==> src/rtl/bus_sequencer_pkg.sv <==
// rtl/bus_sequencer_pkg.sv - shared constants and types for the bus sequencer
package bus_sequencer_pkg;

    // Instruction classes (ir[7:4] when ir[7] = 0)
    localparam logic [3:0] CLS_LOAD  = 4'b0000;
    localparam logic [3:0] CLS_STORE = 4'b0001;
    localparam logic [3:0] CLS_DATA  = 4'b0010;
    localparam logic [3:0] CLS_JMPR  = 4'b0011;
    localparam logic [3:0] CLS_JMP   = 4'b0100;
    localparam logic [3:0] CLS_JMPIF = 4'b0101;
    localparam logic [3:0] CLS_CLF   = 4'b0110;

    localparam logic [2:0] ALU_ADD = 3'b000;
    localparam logic [2:0] ALU_SHR = 3'b001;
    localparam logic [2:0] ALU_SHL = 3'b010;
    localparam logic [2:0] ALU_NOT = 3'b011;
    localparam logic [2:0] ALU_AND = 3'b100;
    localparam logic [2:0] ALU_OR  = 3'b101;
    localparam logic [2:0] ALU_XOR = 3'b110;
    localparam logic [2:0] ALU_CMP = 3'b111;

    localparam int FLAG_C = 3;
    localparam int FLAG_A = 2;
    localparam int FLAG_E = 1;
    localparam int FLAG_Z = 0;

    typedef enum logic [6:0] {
        STEP1 = 7'b0000001,
        STEP2 = 7'b0000010,
        STEP3 = 7'b0000100,
        STEP4 = 7'b0001000,
        STEP5 = 7'b0010000,
        STEP6 = 7'b0100000,
        STEP7 = 7'b1000000
    } step_e;

    function automatic logic [3:0] sel_reg(input logic [1:0] idx);
        return 4'b0001 << idx;
    endfunction

endpackage

==> src/rtl/bus_sequencer_if.sv <==
// rtl/bus_sequencer_if.sv - instruction inputs and control strobe outputs of the sequencer
interface bus_sequencer_if;
    logic       run;
    logic [7:0] ir;
    logic [3:0] flags;
    logic [6:0] step;
    logic [3:0] reg_en;
    logic [3:0] reg_set;
    logic       tmp_set;
    logic       acc_set;
    logic       acc_en;
    logic       iar_set;
    logic       iar_en;
    logic       mar_set;
    logic       ram_set;
    logic       ram_en;
    logic       ir_set;
    logic       flags_set;
    logic       bus1;
    logic [2:0] alu_op;

    modport slave (
        input  run, ir, flags,
        output step, reg_en, reg_set, tmp_set, acc_set, acc_en, iar_set, iar_en,
               mar_set, ram_set, ram_en, ir_set, flags_set, bus1, alu_op
    );

    modport master (
        output run, ir, flags,
        input  step, reg_en, reg_set, tmp_set, acc_set, acc_en, iar_set, iar_en,
               mar_set, ram_set, ram_en, ir_set, flags_set, bus1, alu_op
    );
endinterface

==> src/rtl/bus_sequencer_stepper.sv <==
// rtl/bus_sequencer_stepper.sv - one-hot seven-step counter with run hold and reset
module bus_sequencer_stepper
    import bus_sequencer_pkg::*;
(
    input  logic  clk,
    input  logic  reset,
    input  logic  i_run,
    output step_e o_step
);

    step_e r_step;
    step_e w_step_next;

    always_ff @(posedge clk) begin
        if (reset) begin
            r_step <= STEP1;
        end else begin
            r_step <= w_step_next;
        end
    end

    always_comb begin
        w_step_next = r_step;
        if (i_run) begin
            case (r_step)
                STEP1:   w_step_next = STEP2;
                STEP2:   w_step_next = STEP3;
                STEP3:   w_step_next = STEP4;
                STEP4:   w_step_next = STEP5;
                STEP5:   w_step_next = STEP6;
                STEP6:   w_step_next = STEP7;
                STEP7:   w_step_next = STEP1;
                default: w_step_next = STEP1;
            endcase
        end
    end

    assign o_step = r_step;

endmodule

==> src/rtl/bus_sequencer.sv <==
// rtl/bus_sequencer.sv - control sequencer: stepper plus combinational strobe decode per step and instruction
module bus_sequencer
    import bus_sequencer_pkg::*;
(
    input  logic             clk,
    input  logic             reset,
    bus_sequencer_if.slave   bus
);

    step_e      w_step;
    logic [3:0] w_class;
    logic [3:0] w_ra_sel;
    logic [3:0] w_rb_sel;
    logic       w_jump_taken;

    logic [3:0] w_reg_en;
    logic [3:0] w_reg_set;
    logic       w_tmp_set, w_acc_set, w_acc_en, w_iar_set, w_iar_en;
    logic       w_mar_set, w_ram_set, w_ram_en, w_ir_set, w_flags_set, w_bus1;
    logic [2:0] w_alu_op;

    bus_sequencer_stepper u_stepper (
        .clk    (clk),
        .reset  (reset),
        .i_run  (bus.run),
        .o_step (w_step)
    );

    assign w_class      = bus.ir[7:4];
    assign w_ra_sel     = sel_reg(bus.ir[3:2]);
    assign w_rb_sel     = sel_reg(bus.ir[1:0]);
    assign w_jump_taken = |(bus.ir[3:0] & bus.flags);

    always_comb begin
        w_reg_en    = '0;
        w_reg_set   = '0;
        w_tmp_set   = 1'b0;
        w_acc_set   = 1'b0;
        w_acc_en    = 1'b0;
        w_iar_set   = 1'b0;
        w_iar_en    = 1'b0;
        w_mar_set   = 1'b0;
        w_ram_set   = 1'b0;
        w_ram_en    = 1'b0;
        w_ir_set    = 1'b0;
        w_flags_set = 1'b0;
        w_bus1      = 1'b0;
        w_alu_op    = ALU_ADD;
        if (!reset) begin
            case (w_step)
                // Fetch: IAR -> MAR, IAR+1 -> ACC, RAM -> IR, ACC -> IAR
                STEP1: begin
                    w_bus1 = 1'b1; w_iar_en = 1'b1; w_mar_set = 1'b1; w_acc_set = 1'b1;
                end
                STEP2: begin
                    w_ram_en = 1'b1; w_ir_set = 1'b1;
                end
                STEP3: begin
                    w_acc_en = 1'b1; w_iar_set = 1'b1;
                end
                STEP4: begin
                    if (bus.ir[7]) begin
                        w_reg_en = w_rb_sel; w_tmp_set = 1'b1;
                    end else begin
                        case (w_class)
                            CLS_LOAD, CLS_STORE: begin
                                w_reg_en = w_ra_sel; w_mar_set = 1'b1;
                            end
                            CLS_DATA, CLS_JMPIF: begin
                                w_bus1 = 1'b1; w_iar_en = 1'b1; w_mar_set = 1'b1; w_acc_set = 1'b1;
                            end
                            CLS_JMPR: begin
                                w_reg_en = w_rb_sel; w_iar_set = 1'b1;
                            end
                            CLS_JMP: begin
                                w_iar_en = 1'b1; w_mar_set = 1'b1;
                            end
                            CLS_CLF: begin
                                w_bus1 = 1'b1; w_flags_set = 1'b1;
                            end
                            default: ;
                        endcase
                    end
                end
                STEP5: begin
                    if (bus.ir[7]) begin
                        w_reg_en = w_ra_sel; w_alu_op = bus.ir[6:4];
                        w_acc_set = 1'b1; w_flags_set = 1'b1;
                    end else begin
                        case (w_class)
                            CLS_LOAD, CLS_DATA: begin
                                w_ram_en = 1'b1; w_reg_set = w_rb_sel;
                            end
                            CLS_STORE: begin
                                w_reg_en = w_rb_sel; w_ram_set = 1'b1;
                            end
                            CLS_JMP: begin
                                w_ram_en = 1'b1; w_iar_set = 1'b1;
                            end
                            CLS_JMPIF: begin
                                w_acc_en = 1'b1; w_iar_set = 1'b1;
                            end
                            default: ;
                        endcase
                    end
                end
                STEP6: begin
                    // CMP only updates flags, so its result is never written back
                    if (bus.ir[7]) begin
                        if (bus.ir[6:4] != ALU_CMP) begin
                            w_acc_en = 1'b1; w_reg_set = w_rb_sel;
                        end
                    end else begin
                        case (w_class)
                            CLS_DATA: begin
                                w_acc_en = 1'b1; w_iar_set = 1'b1;
                            end
                            CLS_JMPIF: begin
                                if (w_jump_taken) begin
                                    w_ram_en = 1'b1; w_iar_set = 1'b1;
                                end
                            end
                            default: ;
                        endcase
                    end
                end
                default: ;
            endcase
        end
    end

    assign bus.step      = w_step;
    assign bus.reg_en    = w_reg_en;
    assign bus.reg_set   = w_reg_set;
    assign bus.tmp_set   = w_tmp_set;
    assign bus.acc_set   = w_acc_set;
    assign bus.acc_en    = w_acc_en;
    assign bus.iar_set   = w_iar_set;
    assign bus.iar_en    = w_iar_en;
    assign bus.mar_set   = w_mar_set;
    assign bus.ram_set   = w_ram_set;
    assign bus.ram_en    = w_ram_en;
    assign bus.ir_set    = w_ir_set;
    assign bus.flags_set = w_flags_set;
    assign bus.bus1      = w_bus1;
    assign bus.alu_op    = w_alu_op;

endmodule

==> src/flat_wrapper.sv <==
// flat-port wrapper written by rule: the top's interface ports become plain ports
module bus_sequencer_flat import bus_sequencer_pkg::*;
  (clk, reset, bus_run, bus_ir, bus_flags, bus_step, bus_reg_en, bus_reg_set, bus_tmp_set, bus_acc_set, bus_acc_en, bus_iar_set, bus_iar_en, bus_mar_set, bus_ram_set, bus_ram_en, bus_ir_set, bus_flags_set, bus_bus1, bus_alu_op);
  bus_sequencer_if bus_i ();
  input  logic clk;
  input  logic reset;
  input wire logic [$bits(bus_i.run)-1:0] bus_run;
  input wire logic [$bits(bus_i.ir)-1:0] bus_ir;
  input wire logic [$bits(bus_i.flags)-1:0] bus_flags;
  output wire logic [$bits(bus_i.step)-1:0] bus_step;
  output wire logic [$bits(bus_i.reg_en)-1:0] bus_reg_en;
  output wire logic [$bits(bus_i.reg_set)-1:0] bus_reg_set;
  output wire logic [$bits(bus_i.tmp_set)-1:0] bus_tmp_set;
  output wire logic [$bits(bus_i.acc_set)-1:0] bus_acc_set;
  output wire logic [$bits(bus_i.acc_en)-1:0] bus_acc_en;
  output wire logic [$bits(bus_i.iar_set)-1:0] bus_iar_set;
  output wire logic [$bits(bus_i.iar_en)-1:0] bus_iar_en;
  output wire logic [$bits(bus_i.mar_set)-1:0] bus_mar_set;
  output wire logic [$bits(bus_i.ram_set)-1:0] bus_ram_set;
  output wire logic [$bits(bus_i.ram_en)-1:0] bus_ram_en;
  output wire logic [$bits(bus_i.ir_set)-1:0] bus_ir_set;
  output wire logic [$bits(bus_i.flags_set)-1:0] bus_flags_set;
  output wire logic [$bits(bus_i.bus1)-1:0] bus_bus1;
  output wire logic [$bits(bus_i.alu_op)-1:0] bus_alu_op;
  assign bus_i.run = bus_run;
  assign bus_i.ir = bus_ir;
  assign bus_i.flags = bus_flags;
  assign bus_step = bus_i.step;
  assign bus_reg_en = bus_i.reg_en;
  assign bus_reg_set = bus_i.reg_set;
  assign bus_tmp_set = bus_i.tmp_set;
  assign bus_acc_set = bus_i.acc_set;
  assign bus_acc_en = bus_i.acc_en;
  assign bus_iar_set = bus_i.iar_set;
  assign bus_iar_en = bus_i.iar_en;
  assign bus_mar_set = bus_i.mar_set;
  assign bus_ram_set = bus_i.ram_set;
  assign bus_ram_en = bus_i.ram_en;
  assign bus_ir_set = bus_i.ir_set;
  assign bus_flags_set = bus_i.flags_set;
  assign bus_bus1 = bus_i.bus1;
  assign bus_alu_op = bus_i.alu_op;
  bus_sequencer u_core (.clk(clk), .reset(reset), .bus(bus_i));
endmodule
==> config.mk <==
export PLATFORM = sky130hd
export DESIGN_NAME = bus_sequencer_flat
export DESIGN_NICKNAME = d
export VERILOG_FILES = /design/src/rtl/bus_sequencer_pkg.sv /design/src/rtl/bus_sequencer_if.sv /design/src/rtl/bus_sequencer_stepper.sv /design/src/rtl/bus_sequencer.sv /design/src/flat_wrapper.sv
export SDC_FILE = /design/constraint.sdc
export NUM_CORES = 1
export LEC_CHECK = 0
export BUFFER_PORTS_ARGS = -buffer_cell sky130_fd_sc_hd__buf_4
export CAP_MARGIN = 20
export CORE_AREA = 2 2 49 63
export DETAILED_ROUTE_END_ITERATION = 8
export DIE_AREA = 0 0 51 65
export HOLD_SLACK_MARGIN = 0.05
export PLACE_DENSITY = 0.73
export REMOVE_ABC_BUFFERS = 1
export SLEW_MARGIN = 40
export SYNTH_ARGS = -nofsm -noshare
export SYNTH_HDL_FRONTEND = slang
export SYNTH_HIERARCHICAL = 1
export SYNTH_SLANG_ARGS = --single-unit
==> constraint.sdc <==
create_clock -name clk -period 2 [get_ports clk]
set_input_delay 0.4 -clock clk [delete_from_list [all_inputs] [get_ports clk]]
set_output_delay 0.4 -clock clk [all_outputs]
set_load 0.02 [all_outputs]
* After elaboration in Yosys (flattened, before gate mapping)
Index checks and enable logic that the tools add are counted.
** Cells by class
- Order comparisons :: 0
- Shift-type cells :: 2
- $mul :: 0
- Equality and inequality tests :: 13
- $add $sub $neg :: 0
- Div/mod/pow operators :: 0
- Muxes and demuxes :: 67
- Reductions and logical operators :: 10
- Bitwise logic cells :: 1
** Operators with widths (number)
- $mux W1 :: 42
- $pmux W7 S6 :: 1
- $mux W4 :: 9
- $pmux W4 S2 :: 3
- $eq A4 B3 Y1 const B :: 3
- $pmux W1 S2 :: 5
- $mux W3 :: 3
- $pmux W1 S3 :: 3
- $reduce_or A3 Y1 :: 3
- $eq A4 B2 Y1 const B :: 2
- $reduce_or A2 Y1 :: 4
- $shl A1 B2 Y4 const A :: 2
- $eq A7 B1 Y1 const B :: 1
- $eq A7 B2 Y1 const B :: 1
- $eq A7 B3 Y1 const B :: 1
- $eq A7 B4 Y1 const B :: 1
- $eq A7 B5 Y1 const B :: 1
- $eq A7 B6 Y1 const B :: 1
- $reduce_or A5 Y1 :: 1
- $and A4 B4 Y4 :: 1
- $eq A4 B1 Y1 const B :: 1
- $logic_not A4 Y1 :: 1
- $pmux W1 S4 :: 1
- $reduce_or A4 Y1 :: 1
- $ne A3 B3 Y1 const B :: 1
** Storage, ports and cells
- Memories :: 0
- Latch bits :: 0
- ROM bits :: 0
- Flip-flop bits (word level) :: 7
- Bits in writable memories :: 0

* Logic depth before layout (Yosys ltp)
- Depth in word-level cells :: 7
- Depth in mapped cells :: 6
- Depth with buffers taken out :: 4

* Hierarchy
The synthesis kept the hierarchy.
** Modules (own cells, without submodules)
- bus_sequencer :: area each 749.5 um^2, cells an instance 115, times used 1, sequential area each 0.0 um^2
- bus_sequencer_stepper :: area each 395.4 um^2, cells an instance 44, times used 1, sequential area each 140.1 um^2

* Least setup slack after synthesis
No wires, ideal clock.
- Path kind :: register -> output
- Start :: register u_core.u_stepper.r_step[4], in the netlist u_core/u_stepper/o_step[4]
- End :: output port bus_reg_set[1]
- Stages on the path, launching flop included :: 5
- Buffers on the path :: 0
- Path slack :: -433 ps
- Data arrival time :: 2033 ps
- Path through :: dfxtp_1 > or3b_2 > nor4_1 > o21ai_0 > nor3b_1
** Between the ends
- Word-level cells in the longest chain between the ends :: 3
- Elaborated cells between the ends (all ways) :: 4
- Those cells by class :: 2 x eq/ne; 2 x mux
** RTL lines
- start, declared :: RTL line bus_sequencer_stepper.sv:11 : step_e r_step;
- start signal, assigned :: RTL line bus_sequencer_stepper.sv:18 : r_step <= w_step_next;
- $eq A7 B6 Y1 or $eq A7 B5 Y1 (tied branches) :: RTL line bus_sequencer.sv:50 : case (w_step)
- $pmux W4 S2 * :: RTL line bus_sequencer.sv:50
- $mux W4 * :: RTL line bus_sequencer.sv:49 : if (!reset) begin
- end, declared :: RTL line flat_wrapper.sv:12 : output wire logic [$bits(bus_i.reg_set)-1:0] bus_reg_set;
Mark *: on every way between the ends. The rest lies on a longest branch, timed or not.

* Final worst setup path
- Start :: register u_core.u_stepper.r_step[6], in the netlist u_core/u_stepper/o_step[6]
- End :: output port bus_reg_en[0]
** Between the ends
- Word-level cells in the longest chain between the ends :: 3
- Elaborated cells between the ends (all ways) :: 4
- Those cells by class :: 2 x eq/ne; 2 x mux
** RTL lines
- $eq A7 B5 Y1 or $eq A7 B4 Y1 (tied branches) :: RTL line bus_sequencer.sv:50
- $pmux W4 S2 * :: RTL line bus_sequencer.sv:50
- $mux W4 * :: RTL line bus_sequencer.sv:49
- end, declared :: RTL line flat_wrapper.sv:11 : output wire logic [$bits(bus_i.reg_en)-1:0] bus_reg_en;
Marks and branches as above.

==> metrics.md <==
| Metric | Value |
|---|---|
| Violations in the final reports | `negative setup slack` |
| # port buffers | `between 40 and 50` |
| Capturing element of the worst setup path | `bus_reg_en[0]` |
| Source-to-sink clock delay at the later pin of the worst-skew pair | `about 250 ps` |
| Wire length of the first global-routing pass | `roughly 6700 um` |
| DPL Wire Length | `around 3000 um` |
| Worst setup slack after layout | `-320 ps` |
| Total met2 wirelength after detailed routing | `about 2400 um` |
| Critical-path cell list | `buf_6, buf_4, nor3b_4, nand3_2, buf_4, o32ai_2, a41o_1, buf_6` |
| I/O pin count | `44` |
| Average wire length per cell after detail routing | `roughly 16 um` |
| Weighted congestion at the end of routability-driven global placement | `about 0.91` |
| Clock tree from TritonCTS | `yes` |
| Number of design-rule violations left by the first detailed-router iteration | `66` |
| Number of fillers in the final layout | `roughly 220` |
| Height of the die | `65 um` |
| Depth of the CTS H-tree | `1` |
| Maximum clock skew at final layout | `6.07 ps` |
| Post-route minimum period | `2320 ps` |
| Fraction of synthesis flops using an asynchronous set or reset pin | `0` |
| FMAX | `0.431 GHz` |
| Start point of the worst hold path | `bus_run` |
| Synth Flop Type | `sky130_fd_sc_hd__dfxtp_1` |
| Share of the synthesized area in the top cell type | `0.122` |
| Count of flip-flops with a built-in enable after synthesis | `0` |
| Count of placed standard cells including taps | `between 200 and 300` |
| Register bit count reported by yosys | `7` |
| Number of synthesis warnings | `6` |
| Average instance area after synthesis | `between 7 and 8 um2` |
| Period utilization | `1.16` |
| Aggregate global routing overflow | `0` |
| Wire length on met3 | `283 um` |
| Power per Cell Area | `between 200 and 300 mW/mm2` |
| Fin. max-slew vios | `0` |
| DRC errors left | `0` |
| Cell count after synthesis | `159` |
| Placeable core area | `0.00278 mm2` |
| CP max FO | `5` |
| Utilization of the core after routing | `0.715` |
| Number of max-capacitance violations reported | `0` |
| CTS Buffer Depth | `2` |
| Worst Reg2Reg Path Length in Cells | `4` |
| Endpoints failing setup | `21` |
| Highest metal layer with signal wires | `met4` |
| Die extent in x | `between 50 and 60 um` |
| Cell taking the most area after synthesis | `sky130_fd_sc_hd__dfxtp_1` |
| Root Driver | `sky130_fd_sc_hd__clkbuf_4` |
| Layout Area Growth over Synthesis | `73.7%` |
| Number of antenna violations at the first check in global routing | `0` |
| Critical path launch point type | `flop` |
| Number of sinks driven by the clock tree | `7` |
| Final wirelength | `~4300 um` |
| First-pass iteration count of the detailed router | `4` |
| Antenna Diode Count | `0` |
| Setup repair after global routing missed its margin | `yes` |
| Detail-routed via count per cell | `6.22` |
| Number of global-route vias before repair | `about 1600` |
| Final hold violation count | `0` |
| Leakage power total | `0.000811 uW` |
| Endpoint class of the critical path | `output port` |
| Critical Path Max Stage Delay | `around 330 ps` |
| Antenna-violating nets left | `0` |
| Critical Path AT | `about 1900 ps` |
| Post-synth design cell area | `~0.0011 mm2` |
| Required time of the worst setup path | `about 1600 ps` |
| Largest net degree at the start of global routing | `18` |
| Clock edge transition at the registers on the reported setup and hold paths | `around 50 ps` |
| Number of rows created at floorplan | `22` |
| Tightest Pin Transition | `~380 ps` |
| Largest vdd supply drop | `0.000276 V` |
| Worst min path class | `in -> reg` |
| Area of the die | `approximately 0.0033 mm2` |
| Startpoint of the worst register-to-register path | `u_core/u_stepper/o_step[1]` |
| Number of standard cells in the final layout excluding fillers | `roughly 270` |
| Fraction of final layout cells with drive strength greater than 1 | `0.534` |
| Seq/Total Area, Yosys | `0.122` |
| Worst-path cell with the longest stage delay | `sky130_fd_sc_hd__dfxtp_2` |
| Overall Global Routing Usage | `0.259` |
| Status | `complete, but fails checks` |
| Post-CTS Hold Buffers | `0` |
| Post-synthesis cell type count | `54` |
| Number of flip-flops under the largest register name | `7` |
| Nets@finish | `around 250` |
| Worst setup startpoint | `u_core/u_stepper/o_step[6]` |
| Wire length on met1 | `about 1500 um` |
| Worst reg2reg path endpoint | `u_core/u_stepper/o_step[0]` |
| Leading post-synthesis cells by cell area | `sky130_fd_sc_hd__dfxtp_1 (12%), sky130_fd_sc_hd__a21oi_1 (6.1%), sky130_fd_sc_hd__nand3_1 (3.9%)` |
| Category of the critical setup timing path | `reg -> out` |
| Number of clock buffers inserted by TritonCTS | `3` |
| Starting density of the core | `0.412` |
| Worst reg-to-reg setup slack | `roughly 380 ps` |
| Vias | `1691` |
| Tightest slew margin relative to the limit | `0.747` |
==> synth_stat cells, types with 2 or more instances <==
cell and count:
sky130_fd_sc_hd__dfxtp_1 7, sky130_fd_sc_hd__nand2b_1 7, sky130_fd_sc_hd__and4_1 2, sky130_fd_sc_hd__clkbuf_1 7
sky130_fd_sc_hd__and3_1 3, sky130_fd_sc_hd__a31oi_1 3, sky130_fd_sc_hd__nand3_1 9, sky130_fd_sc_hd__a21oi_1 14
sky130_fd_sc_hd__inv_1 5, sky130_fd_sc_hd__a41o_1 2, sky130_fd_sc_hd__a22oi_1 2, sky130_fd_sc_hd__o211ai_1 2
sky130_fd_sc_hd__nand4_1 4, sky130_fd_sc_hd__nor3_1 6, sky130_fd_sc_hd__nor2_1 9, sky130_fd_sc_hd__nor3b_1 4
sky130_fd_sc_hd__nor4_2 3, sky130_fd_sc_hd__and2_1 2, sky130_fd_sc_hd__nor2b_1 7, sky130_fd_sc_hd__nor4_1 2
sky130_fd_sc_hd__nand2_1 10, sky130_fd_sc_hd__a32oi_1 4, sky130_fd_sc_hd__o32ai_1 2, sky130_fd_sc_hd__nand4b_1 4
sky130_fd_sc_hd__a21o_1 2, sky130_fd_sc_hd__o21ai_0 7, sky130_fd_sc_hd__xor2_1 3
==> kinds of logic (layout without fill, tap and decap cells) <==
| kind of cell | count (synthesis) | in the layout | share of synthesized area |
|---|---|---|---|
| muxes | 1 | 1 | 0.00874 |
| buffers and inverters | 14 | 91 | 0.0470 |
| xor gates and xnor gates | 4 | 4 | 0.0306 |
| AOI/OAI and AO/OA | 47 | 47 | 0.280 |
| DFF | 7 | 7 | 0.122 |
| and+or+nand+nor | 86 | 86 | 0.511 |
==> timing repair <==
action                     in CTS  in global routing
pin swaps                      14                  4
setup endpoints to repair      21                 22
gates resized for setup        30                 17
buffers inserted                9                  2
cloned                          0                  0
==> where the power goes <==
part / switching [uW] / total [uW] / internal, uW / leakage, uW
clock: 51.7 / 128 / 76.1 / 0.0000150
sequential: 8.78 / 152 / 143 / 0.0000597
combinational: 127 / 223 / 95.8 / 0.000737
total: 188 / 503 / 315 / 0.000811
==> metrics by stage <==
| step | power (uW) | TNS, ps | instance area (um2) | hold WS, ps | setup slack [ps] |
|---|---|---|---|---|---|
| after floorplan | 247 | -3510 | 1110 | 469 | -433 |
| after global placement | 353 | -120 | 1700 | 621 | -45.5 |
| after detailed placement | 359 | -538 | 1700 | 637 | -71.8 |
| after CTS | 496 | -3400 | 1900 | 464 | -254 |
| after global routing | 525 | -5410 | 1990 | 478 | -398 |
| final | 503 | -3830 | 1990 | 473 | -320 |
==> routing by layer <==
metal	vias up	GRT usage
li1	775	-
met1	808	0.253
met2	90	0.519
met3	18	0.0207
met4	0	0.125
met5	-	0
==> worst min path at each step <==
stage / to / cells past startpoint
6_report: u_core/u_stepper/o_step[4] / 3
5_1_grt: u_core/u_stepper/o_step[4] / 3
4_1_cts: u_core/u_stepper/o_step[4] / 3
3_5_place_dp: u_core/u_stepper/o_step[4] / 3
3_3_place_gp: u_core/u_stepper/o_step[4] / 3
2_1_floorplan: u_core/u_stepper/o_step[1] / 1
==> worst max-delay path: cells and delay by family, from the launching register on <==
family                 cells  cell delay (ps)
buffers and inverters      4              560
and+or+nand+nor            2              420
AOI/OAI and AO/OA          2              360
DFF                        1              330
==> placed cells by master (no fill, tap or decap), types with 4 or more instances in the layout <==
master / Yosys / final
sky130_fd_sc_hd__inv_1: 5 / 5
sky130_fd_sc_hd__nor4_2: 3 / 4
sky130_fd_sc_hd__a21oi_1: 14 / 12
sky130_fd_sc_hd__nor2_1: 9 / 8
sky130_fd_sc_hd__nand3_1: 9 / 8
sky130_fd_sc_hd__buf_4: 0 / 71
sky130_fd_sc_hd__nand2b_1: 7 / 7
sky130_fd_sc_hd__nor2b_1: 7 / 6
sky130_fd_sc_hd__nand4_1: 4 / 4
sky130_fd_sc_hd__buf_6: 0 / 11
sky130_fd_sc_hd__dfxtp_2: 0 / 4
sky130_fd_sc_hd__nand4b_1: 4 / 4
sky130_fd_sc_hd__o21ai_0: 7 / 6
sky130_fd_sc_hd__a32oi_1: 4 / 4
sky130_fd_sc_hd__nand2_1: 10 / 9
==> final cells by class <==
type,count,area [um2],area share
Clock buffer,4,26.3,0.0132
Inverter,5,18.8,0.00944
Multi-Input combinational cell,138,1090,0.548
Sequential cell,7,153,0.0768
Tap cell,36,45.0,0.0227
Timing Repair Buffer,82,657,0.330
(Power assumes the default switching activity.)
